`src/rtl/mem_arbiter_4_1.sv`:
```
// mem_arbiter_4_1: four initiators share one native-bus target port.
// Round-robin arbitration picks one initiator, which keeps the grant
// until its transaction completes. A watchdog ends any transaction the
// target never acknowledges and returns ERR_DATA.
module mem_arbiter_4_1 #(
  parameter int unsigned TIMEOUT_CYCLES = 1024,
  parameter logic [31:0] ERR_DATA       = 32'hDEADBEEF
) (
  input  logic        clk,
  input  logic        rst,
  input  logic        s_mem_valid0,
  input  logic        s_mem_valid1,
  input  logic        s_mem_valid2,
  input  logic        s_mem_valid3,
  output logic        s_mem_ready0,
  output logic        s_mem_ready1,
  output logic        s_mem_ready2,
  output logic        s_mem_ready3,
  input  logic [31:0] s_mem_addr0,
  input  logic [31:0] s_mem_addr1,
  input  logic [31:0] s_mem_addr2,
  input  logic [31:0] s_mem_addr3,
  input  logic [31:0] s_mem_wdata0,
  input  logic [31:0] s_mem_wdata1,
  input  logic [31:0] s_mem_wdata2,
  input  logic [31:0] s_mem_wdata3,
  input  logic [3:0]  s_mem_wstrb0,
  input  logic [3:0]  s_mem_wstrb1,
  input  logic [3:0]  s_mem_wstrb2,
  input  logic [3:0]  s_mem_wstrb3,
  output logic [31:0] s_mem_rdata0,
  output logic [31:0] s_mem_rdata1,
  output logic [31:0] s_mem_rdata2,
  output logic [31:0] s_mem_rdata3,
  output logic        m_mem_valid,
  input  logic        m_mem_ready,
  output logic [31:0] m_mem_addr,
  output logic [31:0] m_mem_wdata,
  output logic [3:0]  m_mem_wstrb,
  input  logic [31:0] m_mem_rdata,
  input  logic        err_clear,
  output logic        err_timeout,
  output logic [1:0]  err_master_id
);

  // A zero TIMEOUT_CYCLES disables the watchdog; keep the counter 1 bit wide then.
  localparam int CW = (TIMEOUT_CYCLES == 0) ? 1 : $clog2(TIMEOUT_CYCLES + 1);

  localparam logic [1:0] S_IDLE    = 2'd0;
  localparam logic [1:0] S_BUSY    = 2'd1;
  localparam logic [1:0] S_TIMEOUT = 2'd2;

  logic [1:0]    state;
  logic [1:0]    grant;
  logic [1:0]    ptr;
  logic [CW-1:0] cnt;

  logic [3:0]  req;
  logic [31:0] addr_a  [4];
  logic [31:0] wdata_a [4];
  logic [3:0]  wstrb_a [4];
  logic [3:0]  rdy_v;
  logic [31:0] rdata_a [4];

  logic [1:0] pick;
  logic [1:0] idx;
  logic       found;
  logic       busy;
  logic       tmo;
  logic       timeout_hit;

  assign req = {s_mem_valid3, s_mem_valid2, s_mem_valid1, s_mem_valid0};

  // Gather the per-initiator request fields into indexable arrays.
  always_comb begin
    addr_a[0]  = s_mem_addr0;  addr_a[1]  = s_mem_addr1;
    addr_a[2]  = s_mem_addr2;  addr_a[3]  = s_mem_addr3;
    wdata_a[0] = s_mem_wdata0; wdata_a[1] = s_mem_wdata1;
    wdata_a[2] = s_mem_wdata2; wdata_a[3] = s_mem_wdata3;
    wstrb_a[0] = s_mem_wstrb0; wstrb_a[1] = s_mem_wstrb1;
    wstrb_a[2] = s_mem_wstrb2; wstrb_a[3] = s_mem_wstrb3;
  end

  // Round-robin pick: first requester scanning ptr, ptr+1, ... (wraps mod 4).
  always_comb begin
    pick  = ptr;
    found = 1'b0;
    idx   = ptr;
    for (int i = 0; i < 4; i++) begin
      idx = ptr + 2'(i);
      if (!found && req[idx]) begin
        pick  = idx;
        found = 1'b1;
      end
    end
  end

  assign busy        = (state == S_BUSY);
  assign tmo         = (state == S_TIMEOUT);
  assign timeout_hit = (TIMEOUT_CYCLES != 0) && (cnt == CW'(TIMEOUT_CYCLES - 1));

  // Target-side request: forwarded from the granted initiator only while BUSY.
  always_comb begin
    m_mem_valid = busy & req[grant];
    m_mem_addr  = busy ? addr_a[grant]  : 32'h0;
    m_mem_wdata = busy ? wdata_a[grant] : 32'h0;
    m_mem_wstrb = busy ? wstrb_a[grant] : 4'h0;
  end

  // Initiator-side response: only the granted lane ever sees ready/rdata.
  always_comb begin
    for (int k = 0; k < 4; k++) begin
      rdy_v[k]   = 1'b0;
      rdata_a[k] = 32'h0;
      if (grant == 2'(k)) begin
        if (busy) begin
          rdy_v[k]   = m_mem_ready;
          rdata_a[k] = m_mem_rdata;
        end else if (tmo) begin
          rdy_v[k]   = 1'b1;
          rdata_a[k] = ERR_DATA;
        end
      end
    end
  end

  assign s_mem_ready0 = rdy_v[0];
  assign s_mem_ready1 = rdy_v[1];
  assign s_mem_ready2 = rdy_v[2];
  assign s_mem_ready3 = rdy_v[3];
  assign s_mem_rdata0 = rdata_a[0];
  assign s_mem_rdata1 = rdata_a[1];
  assign s_mem_rdata2 = rdata_a[2];
  assign s_mem_rdata3 = rdata_a[3];

  // Arbitration FSM: grant is locked from IDLE until completion, drop or timeout.
  always_ff @(posedge clk) begin
    if (rst) begin
      state <= S_IDLE;
      ptr   <= 2'd0;
      grant <= 2'd0;
      cnt   <= '0;
    end else begin
      case (state)
        S_IDLE: begin
          if (|req) begin
            grant <= pick;
            cnt   <= '0;
            state <= S_BUSY;
          end
        end
        S_BUSY: begin
          // Target completion beats both the valid drop and the watchdog.
          if (m_mem_ready) begin
            ptr   <= grant + 2'd1;
            state <= S_IDLE;
          end else if (!req[grant]) begin
            // Initiator abandoned its request: release without moving ptr.
            state <= S_IDLE;
          end else begin
            cnt <= cnt + CW'(1);
            if (timeout_hit) state <= S_TIMEOUT;
          end
        end
        S_TIMEOUT: begin
          ptr   <= grant + 2'd1;
          state <= S_IDLE;
        end
        default: state <= S_IDLE;
      endcase
    end
  end

  // Sticky timeout flag; a timeout in the same cycle as err_clear keeps it set.
  always_ff @(posedge clk) begin
    if (rst) begin
      err_timeout   <= 1'b0;
      err_master_id <= 2'd0;
    end else if (tmo) begin
      err_timeout   <= 1'b1;
      err_master_id <= grant;
    end else if (err_clear) begin
      err_timeout   <= 1'b0;
    end
  end

endmodule

```
`config.mk`:
```
export PLATFORM = sky130hd
export DESIGN_NAME = mem_arbiter_4_1
export DESIGN_NICKNAME = d
export VERILOG_FILES = /design/src/rtl/mem_arbiter_4_1.sv
export SDC_FILE = /design/constraint.sdc
export NUM_CORES = 1
export LEC_CHECK = 0
export ABC_AREA = 1
export BUFFER_PORTS_ARGS = -buffer_cell sky130_fd_sc_hd__buf_4
export CORE_AREA = 2 2 201 203
export CTS_CLUSTER_DIAMETER = 50
export DETAILED_ROUTE_END_ITERATION = 16
export DIE_AREA = 0 0 203 205
export PLACE_DENSITY = 0.44
export SYNTH_ARGS = -nofsm -noshare
export SYNTH_HDL_FRONTEND = slang
export SYNTH_SLANG_ARGS = --single-unit
```
`constraint.sdc`:
```
create_clock -name clk -period 3 [get_ports clk]
set_clock_uncertainty 0.15 [all_clocks]
set_input_delay 0.15 -clock clk [delete_from_list [all_inputs] [get_ports clk]]
set_output_delay 0.15 -clock clk [all_outputs]
set_load 0.05 [all_outputs]
```
==> impl_metrics.py <==
metrics = {
    "placement": {
        "dp_cells": 1948,
        "gp_congestion": 0.821,
        "place_area_um2": 8790,
        "io_buffers": 515,
        "place_ws_ns": 0.869,
        "hpwl_um": 23600,
    },
    "synth": {
        "syn-cell-area_um2": 4420,
        "synth_xor_area_share_pct": 0.396,
        "ys_seq_area_share_pct": 9.05,
        "ys_top_cells_by_area": "nor2_1 35%, o21ai_0 16%, nand2_1 11%, a21oi_1 9.7%, dfxtp_1 9.1%",
        "synth_warnings": 0,
        "synth-seq-cells": 20,
        "netlist_instances": 967,
        "synth_top_area_share_pct": 35.3,
        "yosysTopAreaCell": "nor2_1",
        "synth.mux.area_fraction_pct": 0,
        "synth_top_family_by_area": "simple AND/OR/NAND/NOR gates",
        "synth_compound_area_share_pct": 26.9,
        "synth_nets": 1284,
        "synth_simple_gate_area_share_pct": 50.4,
        "synthAdderAreaFrac_pct": 1.41,
        "ys_types": 25,
        "avgSynthCellArea_um2": 4.57,
    },
    "layout": {
        "drive_gt1_share_pct": 38.3,
        "final_common_cell": "buf_4",
        "stdcell_area_um2": 8900,
        "area_growth_pct": 101,
        "nNetsFinal": 1745,
        "fin_util_pct": 22.6,
        "n_antenna_cell": 0,
        "final_cell_mix": "525 x buf_4, 416 x nor2_1, 143 x o21ai_0",
        "fin_cells": 1952,
    },
    "power_and_ir_drop": {
        "p_int_mw": 1.49,
        "peakVddDrop_mv": 0.199,
        "power.leakage_nw": 4.53,
        "p_total_mw": 3.67,
        "clockPowerShare_pct": 10.2,
        "sequentialPowerShare_pct": 8.3,
        "power_switching_mw": 2.18,
        "p_per_area_nw_per_um2": 413,
        "p_comb_share_pct": 81.5,
        "p_sw_share_pct": 59.4,
    },
    "routing": {
        "drcViolationCount": 0,
        "wl_um": 30100,
        "avgViaCountPerCell": 4.00,
        "drtAntennaViolNets": 0,
        "firstDrtPassIters": 4,
        "drt_iter0_drc": 606,
        "dr_total_vias": 7800,
        "wl_per_cell_um": 15.4,
    },
    "floorplanning": {
        "rows": 73,
        "die_w_um": 203,
        "design.core.area_um2": 39400,
        "dieHeight_um": 205,
        "initial_core_util_pct": 11.2,
        "die-area_um2": 41600,
        "ioPinCount": 516,
    },
    "hold_path": {
        "hp-class": "in2reg",
        "worstHoldStart": "err_clear",
    },
    "critical_path": {
        "slowest_delay_ns": 0.40,
        "path_buf_inv": 4,
        "timing.rr.end": "state[1]",
        "crit_path_start": "grant[1]",
        "cp.depth": 6,
        "end_kind": "primary output",
        "critPathLaunchType": "flop",
        "r2r_cells": 9,
        "crit_family": "buffers and inverters",
        "critPathKind": "reg2out",
        "crit_end": "s_mem_rdata3[28]",
        "crit_slowest_cell": "buf_4",
        "crit_chain": "buf_4, ha_1, inv_1, buf_4, nor2_1, buf_4",
        "r2r-start": "state[1]",
        "worstPathArrival_ns": 2.02,
        "r2r_slack_ns": 0.99,
        "crit_fanout": 40,
        "crit_required_ns": 2.70,
        "cpMostUsedCell": "buf_4",
    },
    "sta": {
        "setup_viol": 0,
        "timing.hold.ws_ns": 0.0174,
        "postLayoutSetupSlackWorst_ns": 0.683,
        "hold_viol_final": 0,
        "slew_violations": 0,
        "setup_tns_ns": 0,
        "worstMarginPinSlew_ns": 0.937,
        "grt_setup_unrepaired": "false",
        "slew_headroom_pct": 37.5,
        "layout_min_cycle_time_ns": 2.32,
        "fin_crit_sh_pct": 77.2,
        "fmax_mhz": 432,
    },
    "global_routing": {
        "grt_pass1_wl_um": 42900,
        "grt_pass1_vias": 7336,
        "grt_max_degree": 90,
        "antenna_found_initial": 2,
        "gr-total-overflow": 0,
        "grt_util_all_layers_pct": 13.1,
    },
    "clocking": {
        "cts.sinks": 20,
        "cts_setup_buffers": 0,
        "cts_buffer_depth": 2,
        "cts-htree-levels": 1,
        "clk_latency_ns": 0.25,
        "cts-buffers-inserted": 3,
        "ctsHoldBuffers": 0,
        "cts_tree": "done",
        "cts-resized-gates": 0,
        "cts-root-buf": "clkbuf_16",
        "clkTransAtPathRegs_ns": 0.06,
    },
    "run": {
        "maxCapViolCount": 0,
    },
    "outcome": {
        "run_status": "finished, final reports clean",
    },
}
-- final cells by class --
cell class	count	area, µm²
Inverter	54	205
Sequential cell	20	408
Tap cell	525	657
Clock buffer	3	75.1
Clock inverter	1	30.0
Fill cell	4528	30500
Timing Repair Buffer	529	4020
Multi-Input combinational cell	820	3500
-- kinds of logic (layout without fill, tap and decap cells) --
group                      count (synthesis)  count (layout)
and+or+nand+nor                          579             579
AOI/OAI and AO/OA                        234             234
buffers and inverters                    127             587
DFF                                       20              20
adders and majority gates                  5               5
xor gates and xnor gates                   2               2
-- layer usage --
metal  routed length (µm)  global-route usage (%)  share of wire [%]  vias to the layer above
met3                 2340                    2.97                7.8                       30
li1                     -                       -                  -                     3973
met2                15100                    24.0                 50                      340
met1                12200                    15.4                 40                     3453
met5                   27                       0              0.090                        -
met4                  493                    2.71                1.6                        4
-- worst reg2reg max path, stage by stage, from the launching register on --
cell and delay, ns:
dfxtp_1 0.33, inv_1 0.08, nand2_4 0.10, buf_4 0.61
nor2_1 0.17, nand2_1 0.10, inv_1 0.08, o21ai_1 0.11
o21ai_0 0.10, a21oi_1 0.13
-- registers in the layout (all words and copies together) (netlist names) --
signal,count
cnt,11
err_master_id,2
grant,2
ptr,2
state,2
err_timeout,1
-- Yosys cell counts --
cell / number
dfxtp_1: 20
nand2_1: 133
xor2_1: 1
inv_2: 5
nor3_1: 5
a211oi_1: 1
buf_1: 5
buf_4: 2
clkbuf_1: 43
nor2_4: 1
nand3_1: 16
nor2_2: 1
nand4_1: 5
inv_1: 49
a21oi_1: 86
xnor2_1: 1
nor2_1: 416
buf_2: 21
buf_6: 2
a211oi_2: 2
nand2_2: 1
o21ai_1: 2
ha_1: 5
and3_1: 1
o21ai_0: 143
-- power by group through the flow --
| stage | combinational (mW) | clock, mW | sequential (mW) |
|---|---|---|---|
| finish | 2.99 | 0.374 | 0.306 |
| global route | 3.24 | 0.392 | 0.309 |
| CTS | 3.03 | 0.386 | 0.306 |
| detailed placement | 3.02 | 0 | 0.312 |
| global placement | 3.02 | 0 | 0.311 |
| floorplan | 1.93 | 0 | 0.303 |
-- worst min-delay path by stage --
stage                       end  slack [ns]  cells after the start
floorplan                cnt[0]        0.07                      1
global placement    err_timeout        0.29                      4
detailed placement  err_timeout        0.30                      4
CTS                 err_timeout        0.03                      4
global route        err_timeout        0.04                      4
finish              err_timeout        0.02                      4
No activity file was read; power rests on OpenSTA's default activity.
